[src/rtl/fifo_pkt_pkg.sv]
// Shared definitions for the FIFO packet reader.
// Holds the FSM state encoding, the header field layout (tag above, length below
// a LEN_W split point) and the default length limit.
package fifo_pkt_pkg;

    typedef enum logic [1:0] {
        StHdr  = 2'd0,
        StPay  = 2'd1,
        StDone = 2'd2
    } state_e;

    // Header word: bits [HdrW-1:LEN_W] carry the tag, bits [LEN_W-1:0] the payload length.
    localparam int unsigned HdrW      = 32;
    localparam int unsigned DefLenW   = 16;
    localparam int unsigned DefMaxLen = 256;

    function automatic int unsigned tag_w(input int unsigned len_w);
        return HdrW - len_w;
    endfunction

endpackage

[src/rtl/fifo_pkt_reader_if.sv]
// Method-style handshake bundle for the FIFO packet reader.
//   Upstream FIFO side : in_first__RDY, in_first, in_deq__RDY, in_deq__ENA
//   Result side        : result__RDY, result__ENA, result_tag/len/sum/err
// Modports: slave = the reader itself, master = the environment around it
// (upstream FIFO plus downstream result consumer).
interface fifo_pkt_reader_if
    import fifo_pkt_pkg::*;
#(
    parameter int unsigned LEN_W = DefLenW
);

    logic                    in_first__RDY;
    logic [HdrW-1:0]         in_first;
    logic                    in_deq__RDY;
    logic                    in_deq__ENA;

    logic                    result__RDY;
    logic                    result__ENA;
    logic [HdrW-LEN_W-1:0]   result_tag;
    logic [LEN_W-1:0]        result_len;
    logic [31:0]             result_sum;
    logic                    result_err;

    modport slave (
        input  in_first__RDY,
        input  in_first,
        input  in_deq__RDY,
        output in_deq__ENA,
        output result__RDY,
        input  result__ENA,
        output result_tag,
        output result_len,
        output result_sum,
        output result_err
    );

    modport master (
        output in_first__RDY,
        output in_first,
        output in_deq__RDY,
        input  in_deq__ENA,
        input  result__RDY,
        output result__ENA,
        input  result_tag,
        input  result_len,
        input  result_sum,
        input  result_err
    );

endinterface

[src/rtl/fifo_pkt_reader.sv]
// Drains framed packets (header word, then len payload words) from an upstream
// FIFO and presents {tag, len, mod-2^32 payload sum} on a result method port.
// Ports:
//   CLK     clock
//   nRST    synchronous active-low reset
//   bus_io  fifo_pkt_reader_if.slave (upstream deq handshake + result handshake)
// Build option: FIFO_PKT_READER_LENCHK_EN flags headers with len > MAX_LEN via
// result_err; such payloads are drained but not summed. Without it result_err
// is tied low and MAX_LEN is unused.
module fifo_pkt_reader
    import fifo_pkt_pkg::*;
#(
    parameter int unsigned LEN_W   = DefLenW,
    parameter int unsigned MAX_LEN = DefMaxLen
) (
    input logic               CLK,
    input logic               nRST,
    fifo_pkt_reader_if.slave  bus_io
);

    localparam int unsigned TagW = tag_w(LEN_W);

    state_e            state_q;
    logic [LEN_W-1:0]  rem_q;
    logic [LEN_W-1:0]  len_q;
    logic [TagW-1:0]   tag_q;
    logic [31:0]       sum_q;
    logic              rdy_q;

    logic              deq_ena;
    logic [LEN_W-1:0]  hdr_len;
    logic [TagW-1:0]   hdr_tag;

    assign hdr_len = bus_io.in_first[LEN_W-1:0];
    assign hdr_tag = bus_io.in_first[HdrW-1:LEN_W];

    // Pop is combinational so a word can be taken every cycle; DONE never pops,
    // which guarantees the next header is taken no earlier than a cycle after result__ENA.
    assign deq_ena = nRST & bus_io.in_first__RDY & bus_io.in_deq__RDY &
                     ((state_q == StHdr) | (state_q == StPay));

`ifdef FIFO_PKT_READER_LENCHK_EN
    logic err_q;
    logic oversize;

    assign oversize = (32'(hdr_len) > MAX_LEN);
`endif

    always_ff @(posedge CLK) begin
        if (!nRST) begin
            state_q <= StHdr;
            rem_q   <= '0;
            len_q   <= '0;
            tag_q   <= '0;
            sum_q   <= '0;
            rdy_q   <= 1'b0;
`ifdef FIFO_PKT_READER_LENCHK_EN
            err_q   <= 1'b0;
`endif
        end else begin
            unique case (state_q)
                StHdr: begin
                    if (deq_ena) begin
                        tag_q <= hdr_tag;
                        len_q <= hdr_len;
                        sum_q <= '0;
`ifdef FIFO_PKT_READER_LENCHK_EN
                        err_q <= oversize;
`endif
                        if (hdr_len == '0) begin
                            state_q <= StDone;
                            rdy_q   <= 1'b1;
                        end else begin
                            rem_q   <= hdr_len;
                            state_q <= StPay;
                        end
                    end
                end
                StPay: begin
                    if (deq_ena) begin
`ifdef FIFO_PKT_READER_LENCHK_EN
                        // Oversize packets are drained but their payload is discarded.
                        if (!err_q) begin
                            sum_q <= sum_q + bus_io.in_first;
                        end
`else
                        sum_q <= sum_q + bus_io.in_first;
`endif
                        rem_q <= rem_q - LEN_W'(1);
                        if (rem_q == LEN_W'(1)) begin
                            state_q <= StDone;
                            rdy_q   <= 1'b1;
                        end
                    end
                end
                StDone: begin
                    if (bus_io.result__ENA) begin
                        state_q <= StHdr;
                        rdy_q   <= 1'b0;
                    end
                end
                default: begin
                    state_q <= StHdr;
                    rdy_q   <= 1'b0;
                end
            endcase
        end
    end

    assign bus_io.in_deq__ENA = deq_ena;
    assign bus_io.result__RDY = rdy_q;
    assign bus_io.result_tag  = tag_q;
    assign bus_io.result_len  = len_q;
    assign bus_io.result_sum  = sum_q;

`ifdef FIFO_PKT_READER_LENCHK_EN
    assign bus_io.result_err  = err_q;
`else
    logic unused_max_len;

    assign unused_max_len    = ^32'(MAX_LEN);
    assign bus_io.result_err = 1'b0;
`endif

endmodule

[src/flat_wrapper.sv]
// flat-port wrapper written by rule: the top's interface ports become plain ports
module fifo_pkt_reader_flat import fifo_pkt_pkg::*;
#(
    parameter int unsigned LEN_W   = DefLenW,
    parameter int unsigned MAX_LEN = DefMaxLen
)
  (CLK, nRST, bus_io_in_first__RDY, bus_io_in_first, bus_io_in_deq__RDY, bus_io_in_deq__ENA, bus_io_result__RDY, bus_io_result__ENA, bus_io_result_tag, bus_io_result_len, bus_io_result_sum, bus_io_result_err);
  fifo_pkt_reader_if #(.LEN_W(LEN_W)) bus_io_i ();
  input logic CLK;
  input logic nRST;
  input wire logic [$bits(bus_io_i.in_first__RDY)-1:0] bus_io_in_first__RDY;
  input wire logic [$bits(bus_io_i.in_first)-1:0] bus_io_in_first;
  input wire logic [$bits(bus_io_i.in_deq__RDY)-1:0] bus_io_in_deq__RDY;
  output wire logic [$bits(bus_io_i.in_deq__ENA)-1:0] bus_io_in_deq__ENA;
  output wire logic [$bits(bus_io_i.result__RDY)-1:0] bus_io_result__RDY;
  input wire logic [$bits(bus_io_i.result__ENA)-1:0] bus_io_result__ENA;
  output wire logic [$bits(bus_io_i.result_tag)-1:0] bus_io_result_tag;
  output wire logic [$bits(bus_io_i.result_len)-1:0] bus_io_result_len;
  output wire logic [$bits(bus_io_i.result_sum)-1:0] bus_io_result_sum;
  output wire logic [$bits(bus_io_i.result_err)-1:0] bus_io_result_err;
  assign bus_io_i.in_first__RDY = bus_io_in_first__RDY;
  assign bus_io_i.in_first = bus_io_in_first;
  assign bus_io_i.in_deq__RDY = bus_io_in_deq__RDY;
  assign bus_io_in_deq__ENA = bus_io_i.in_deq__ENA;
  assign bus_io_result__RDY = bus_io_i.result__RDY;
  assign bus_io_i.result__ENA = bus_io_result__ENA;
  assign bus_io_result_tag = bus_io_i.result_tag;
  assign bus_io_result_len = bus_io_i.result_len;
  assign bus_io_result_sum = bus_io_i.result_sum;
  assign bus_io_result_err = bus_io_i.result_err;
  fifo_pkt_reader #(.LEN_W(LEN_W), .MAX_LEN(MAX_LEN)) u_core (.CLK(CLK), .nRST(nRST), .bus_io(bus_io_i));
endmodule
[config.mk]
export PLATFORM = sky130hd
export DESIGN_NAME = fifo_pkt_reader_flat
export DESIGN_NICKNAME = d
export VERILOG_FILES = /design/src/rtl/fifo_pkt_pkg.sv /design/src/rtl/fifo_pkt_reader_if.sv /design/src/rtl/fifo_pkt_reader.sv /design/src/flat_wrapper.sv
export SDC_FILE = /design/constraint.sdc
export NUM_CORES = 1
export LEC_CHECK = 0
export ABC_AREA = 0
export BUFFER_PORTS_ARGS = -buffer_cell sky130_fd_sc_hd__buf_2
export CAP_MARGIN = 10
export CORE_ASPECT_RATIO = 1.25
export CORE_MARGIN = 3
export CORE_UTILIZATION = 56
export CTS_CLUSTER_SIZE = 28
export DETAILED_ROUTE_END_ITERATION = 6
export PLACE_DENSITY = 0.8
export SYNTH_ARGS = -nofsm -noshare
export SYNTH_HDL_FRONTEND = slang
export SYNTH_SLANG_ARGS = --single-unit
[constraint.sdc]
create_clock -name CLK -period 2.9 [get_ports CLK]
set_clock_uncertainty 0.2 [all_clocks]
set_input_delay 0.29 -clock CLK [delete_from_list [all_inputs] [get_ports CLK]]
set_output_delay 0.29 -clock CLK [all_outputs]
set_load 0.01 [all_outputs]
-- Word-level counts from Yosys, hierarchy flattened
Cells that the tools add are included.
- reduce and logical (&&, ||, !) cells: 8
- bitwise logic cells: 4
- add/sub/neg operators: 2
- equality and inequality tests: 9
- mux-type cells: 19
- operator list (operator ; number):
    $mux W32 ; 2
    $pmux W32 S2 ; 1
    $mux W16 ; 3
    $add A32 B32 Y32 ; 1
    $pmux W16 S2 ; 1
    $eq A16 B1 Y1 const B ; 1
    $logic_not A16 Y1 ; 1
    $sub A16 B1 Y16 const B ; 1
    $ne A2 B2 Y1 const B ; 6
    $mux W2 ; 5
    $reduce_and A4 Y1 ; 2
    $pmux W2 S3 ; 1
    $mux W1 ; 5
    $reduce_and A5 Y1 ; 1
    $and A1 B1 Y1 ; 3
    $pmux W1 S3 ; 1
    $reduce_and A3 Y1 ; 1
    $eq A2 B1 Y1 const B ; 1
    $eq A2 B2 Y1 const B ; 1
    $logic_not A2 Y1 ; 1
    $reduce_and A2 Y1 ; 1
    $reduce_bool A2 Y1 ; 1
    $or A1 B1 Y1 ; 1
- output and inout bits: 67
- input port bits: 37
- logic and storage cells: 48
- flip-flop bits (word level): 83

-- Depth between registers and ports, before layout
- word-level depth: 5
- gate-level depth with buffers: 11

-- Worst setup path after synthesis
No wires, ideal clock.
- kind: register to register
- from: register u_core.sum_q[0], in the netlist u_core.bus_io.result_sum[0]
- to: register u_core.sum_q[22], in the netlist u_core.bus_io.result_sum[22]
- clock period less this slack: 2.778 ns
- stages on the path, launching flop included: 12
- buffers on the path: 0
- data required time: 2.578 ns
- data arrival time: 2.455 ns
- path slack: 0.122 ns
- library setup time: 0.122 ns
- cells stage by stage: dfxtp_1 > ha_1 > inv_1 > fa_1 > and2b_1 > o211ai_1 > a311o_1 > a31o_1 > o21ai_4 > a31oi_1 > xor2_1 > o21ai_1
- word-level cells in the longest chain between the ends: 3
- ends and longest elaborated chain (what ; line ; source):
    start: declaration ; fifo_pkt_reader.sv:27 ; logic [31:0] sum_q;
    start signal: assignment ; fifo_pkt_reader.sv:87 ; sum_q <= sum_q + bus_io.in_first;
    $add A32 B32 Y32 ; fifo_pkt_reader.sv:87 ;
    $mux W32 ; fifo_pkt_reader.sv:80 ; if (deq_ena) begin
    $pmux W32 S2 ; fifo_pkt_reader.sv:61 ; unique case (state_q)
No other way between the ends. The select of a mux whose other input is x is not followed.
A chain may end at the register's enable or synchronous reset.

-- Worst setup path in the final report
Ends and elaborated chain as after synthesis.

==> results.sh <==
export IMPL_status="finished, final reports clean"
export IMPL_vias=5273
export IMPL_synth_most_common_cell="nand2_1"
export IMPL_rsz0062_at_grt="true"
export IMPL_period_share_pct=98.78
export IMPL_r2r_cells=11
export IMPL_vdd_drop_max_mv=0.2617
export IMPL_slew_violations=0
export IMPL_ioPinCount=104
export IMPL_row_count=39
export IMPL_synth_ff_type="dfxtp_1"
export IMPL_first_iter_violations=282
export IMPL_hold_path_class="in2reg"
export IMPL_synth_edf_count=0
export IMPL_p_per_area_nw_per_um2=474.1
export IMPL_place_congestion=0.9351
export IMPL_syn_num_nets=728
export IMPL_cp_endpoint="u_core.bus_io.result_sum[22]"
export IMPL_grt_pass1_vias=5034
export IMPL_drt_vias_per_instance=5.945
export IMPL_numPortBuffers=102
export IMPL_syn_inst=657
export IMPL_hold_buffers=0
export IMPL_die_w_um=93.15
export IMPL_synth_avg_cell_area_um2=8.092
export IMPL_fin_cells=887
export IMPL_cts_sinks=83
export IMPL_critPathCaptureType="register"
export IMPL_synth_seq_cells=83
export IMPL_fillers=797
export IMPL_ys_seq_area_share_pct=31.25
export IMPL_cp_start_kind="register"
export IMPL_grt_usage_pct=28.09
export IMPL_wl_um=14910
export IMPL_cp_arrival_ns=2.90
export IMPL_required_ns=2.93
export IMPL_slew_headroom_pct=45.29
export IMPL_cts_buffer_depth=2
export IMPL_synth_top_area_cell="dfxtp_1"
export IMPL_hpwlAfterDp_um=11150
export IMPL_cp_max_fo=6
export IMPL_nNetsFinal=830
export IMPL_clock_root_buffer="clkbuf_16"
export IMPL_dp_cells=868
export IMPL_layout_area_overhead_vs_synth_pct=20.12
export IMPL_hold_path_startpoint="bus_io_in_first[19]"
export IMPL_synth_top_cells_by_count="nand2_1, dfxtp_1, a21oi_1, o21ai_0, a21boi_0"
export IMPL_dieArea_um2=10710
export IMPL_overflow=0
export IMPL_htree_levels=3
export IMPL_synth_top_cell_area_share_pct=31.25
export IMPL_grt_max_degree=67
export IMPL_design_area_um2=6386
export IMPL_min_period_ns=2.865
export IMPL_cts_tree="built"
export IMPL_placed_area_um2=5957
export IMPL_setup_viol=0
export IMPL_hold_viol_final=0
export IMPL_drc=0
export IMPL_worstSetupPathType="reg2reg"
export IMPL_ys_top_cells_by_area="dfxtp_1, ha_1, nand2_1"
export IMPL_fin_setup_tns_ns=0
export IMPL_diodes=0
export IMPL_r2r_end="u_core.bus_io.result_sum[22]"
export IMPL_p_leak_nw=2.834
export IMPL_drt_pass1_iter_count=7
export IMPL_async_flop_share_pct=0
export IMPL_start_util_pct=57.95
export IMPL_cts_clk_slew_worst_paths_ns=0.06
export IMPL_max_cap_viol_count=0
export IMPL_cts_made_buffers=9
export IMPL_tightest_slew_ns=0.8190
export IMPL_wl_per_cell_um=16.81
export IMPL_die_h_um=114.9
export IMPL_final_util_pct=69.61
export IMPL_grt_pass1_wl_um=24050
export IMPL_core_um2=9174
export IMPL_syn_area_um2=5316
export IMPL_fmaxAchievable_mhz=349.1
export IMPL_rrSetupSlack_ns=0.04
export IMPL_final_layout_size_suffix_gt1_share_pct=24.74
export IMPL_worstSkewPairLatency_ns=0.34
export IMPL_ys_types=77
export IMPL_ant_nets=0
export IMPL_r2r_start="u_core.bus_io.result_sum[0]"
export IMPL_synth_warnings=0
export IMPL_antenna_found_initial=0
export IMPL_startpoint="u_core.bus_io.result_sum[0]"
## cells in the final DEF (no fill, tap or decap), drive strengths merged, types with 11 or more instances in the layout
cell	netlist	routed
a22oi	12	12
nand2	105	105
nand3	16	16
nor3	20	20
xnor2	13	13
a31oi	11	11
a21oi	45	45
inv	14	14
nor2	32	32
xor2	11	11
buf	12	131
nor2b	19	19
ha	33	33
o21ai	52	52
a21o	17	17
a21boi	37	37
dfxtp	83	83
## worst max-delay path, cell delays in order, from the launching register on
cell	delay [ns]
dfxtp_2	0.35
ha_4	0.14
inv_2	0.03
fa_2	0.32
and2b_1	0.22
o211ai_1	0.13
a311o_1	0.42
a31o_1	0.23
o21ai_4	0.28
a31oi_4	0.13
xor2_1	0.20
o21ai_1	0.08
## registers in the layout, indices dropped and copies added, names as in the netlist
register,flops
u_core.bus_io.result_sum,32
u_core.bus_io.result_len,16
u_core.bus_io.result_tag,16
u_core.rem_q,16
u_core.state_q,2
u_core.bus_io.result__RDY,1
## cell type report
cell class                 count  area, um2  share of cell area (%)
clock buffer                   9      225.2                   3.527
clock inverter                 7      140.1                   2.194
inverter                      14      52.55                  0.8229
multi-input combinational    520       3418                   53.53
sequential                    83       1664                   26.06
tap                          123      153.9                   2.410
timing repair buffer         131      732.0                   11.46
## worst min path at each step
stage / to / slack, ns / depth (start not counted)
4_1_cts: u_core.bus_io.result_tag[3] / 0.009 / 3
3_5_place_dp: u_core.bus_io.result_tag[4] / 0.25 / 2
5_1_grt: u_core.bus_io.result_tag[3] / 0.03 / 3
6_report: u_core.bus_io.result_tag[3] / 0.01 / 3
2_1_floorplan: u_core.bus_io.result_sum[31] / 0.23 / 2
3_3_place_gp: u_core.bus_io.result_tag[10] / 0.25 / 2
## layer usage
metal	up-vias	track usage (%)	wire, um
met5	-	0	0
met4	0	13.98	480
met3	34	3.796	872
met2	187	50.12	7642
met1	2490	32.89	5916
li1	2562	-	-
## report_power, final
part | total, mW | internal (mW) | switching, mW
clock | 1.40 | 0.927 | 0.478
combinational | 0.428 | 0.166 | 0.262
sequential | 1.20 | 1.17 | 0.0248
## kinds of logic (layout without fill, tap and decap cells)
family          count (synthesis)  count (layout)  synth area share (%)
simple gates                  238             238                 21.61
compound gates                219             219                 29.07
flops                          83              83                 31.25
buf+inv                        54             161                 5.154
fa+ha+maj                      34              34                 8.143
xor+xnor                       24              24                 3.954
mux                             4               4                0.7531
other cells                     1               1               0.07054
## repair_timing
item,4_1_cts,5_1_grt
resized for setup,4,7
endpoints found under the setup margin,2,7
pin swaps,6,6
buffers inserted,2,1
## stage by stage
step           power, mW  hold WS [ns]  worst slack [ns]
4_1_cts            3.041      0.009456           0.03253
2_1_floorplan      1.500        0.2321            0.1224
3_5_place_dp       1.637        0.2543          -0.06821
6_report           3.028       0.01072           0.03550
5_1_grt            3.127       0.03453          -0.05483
3_3_place_gp       1.626        0.2474          0.002278
(Power assumes the default switching activity.)
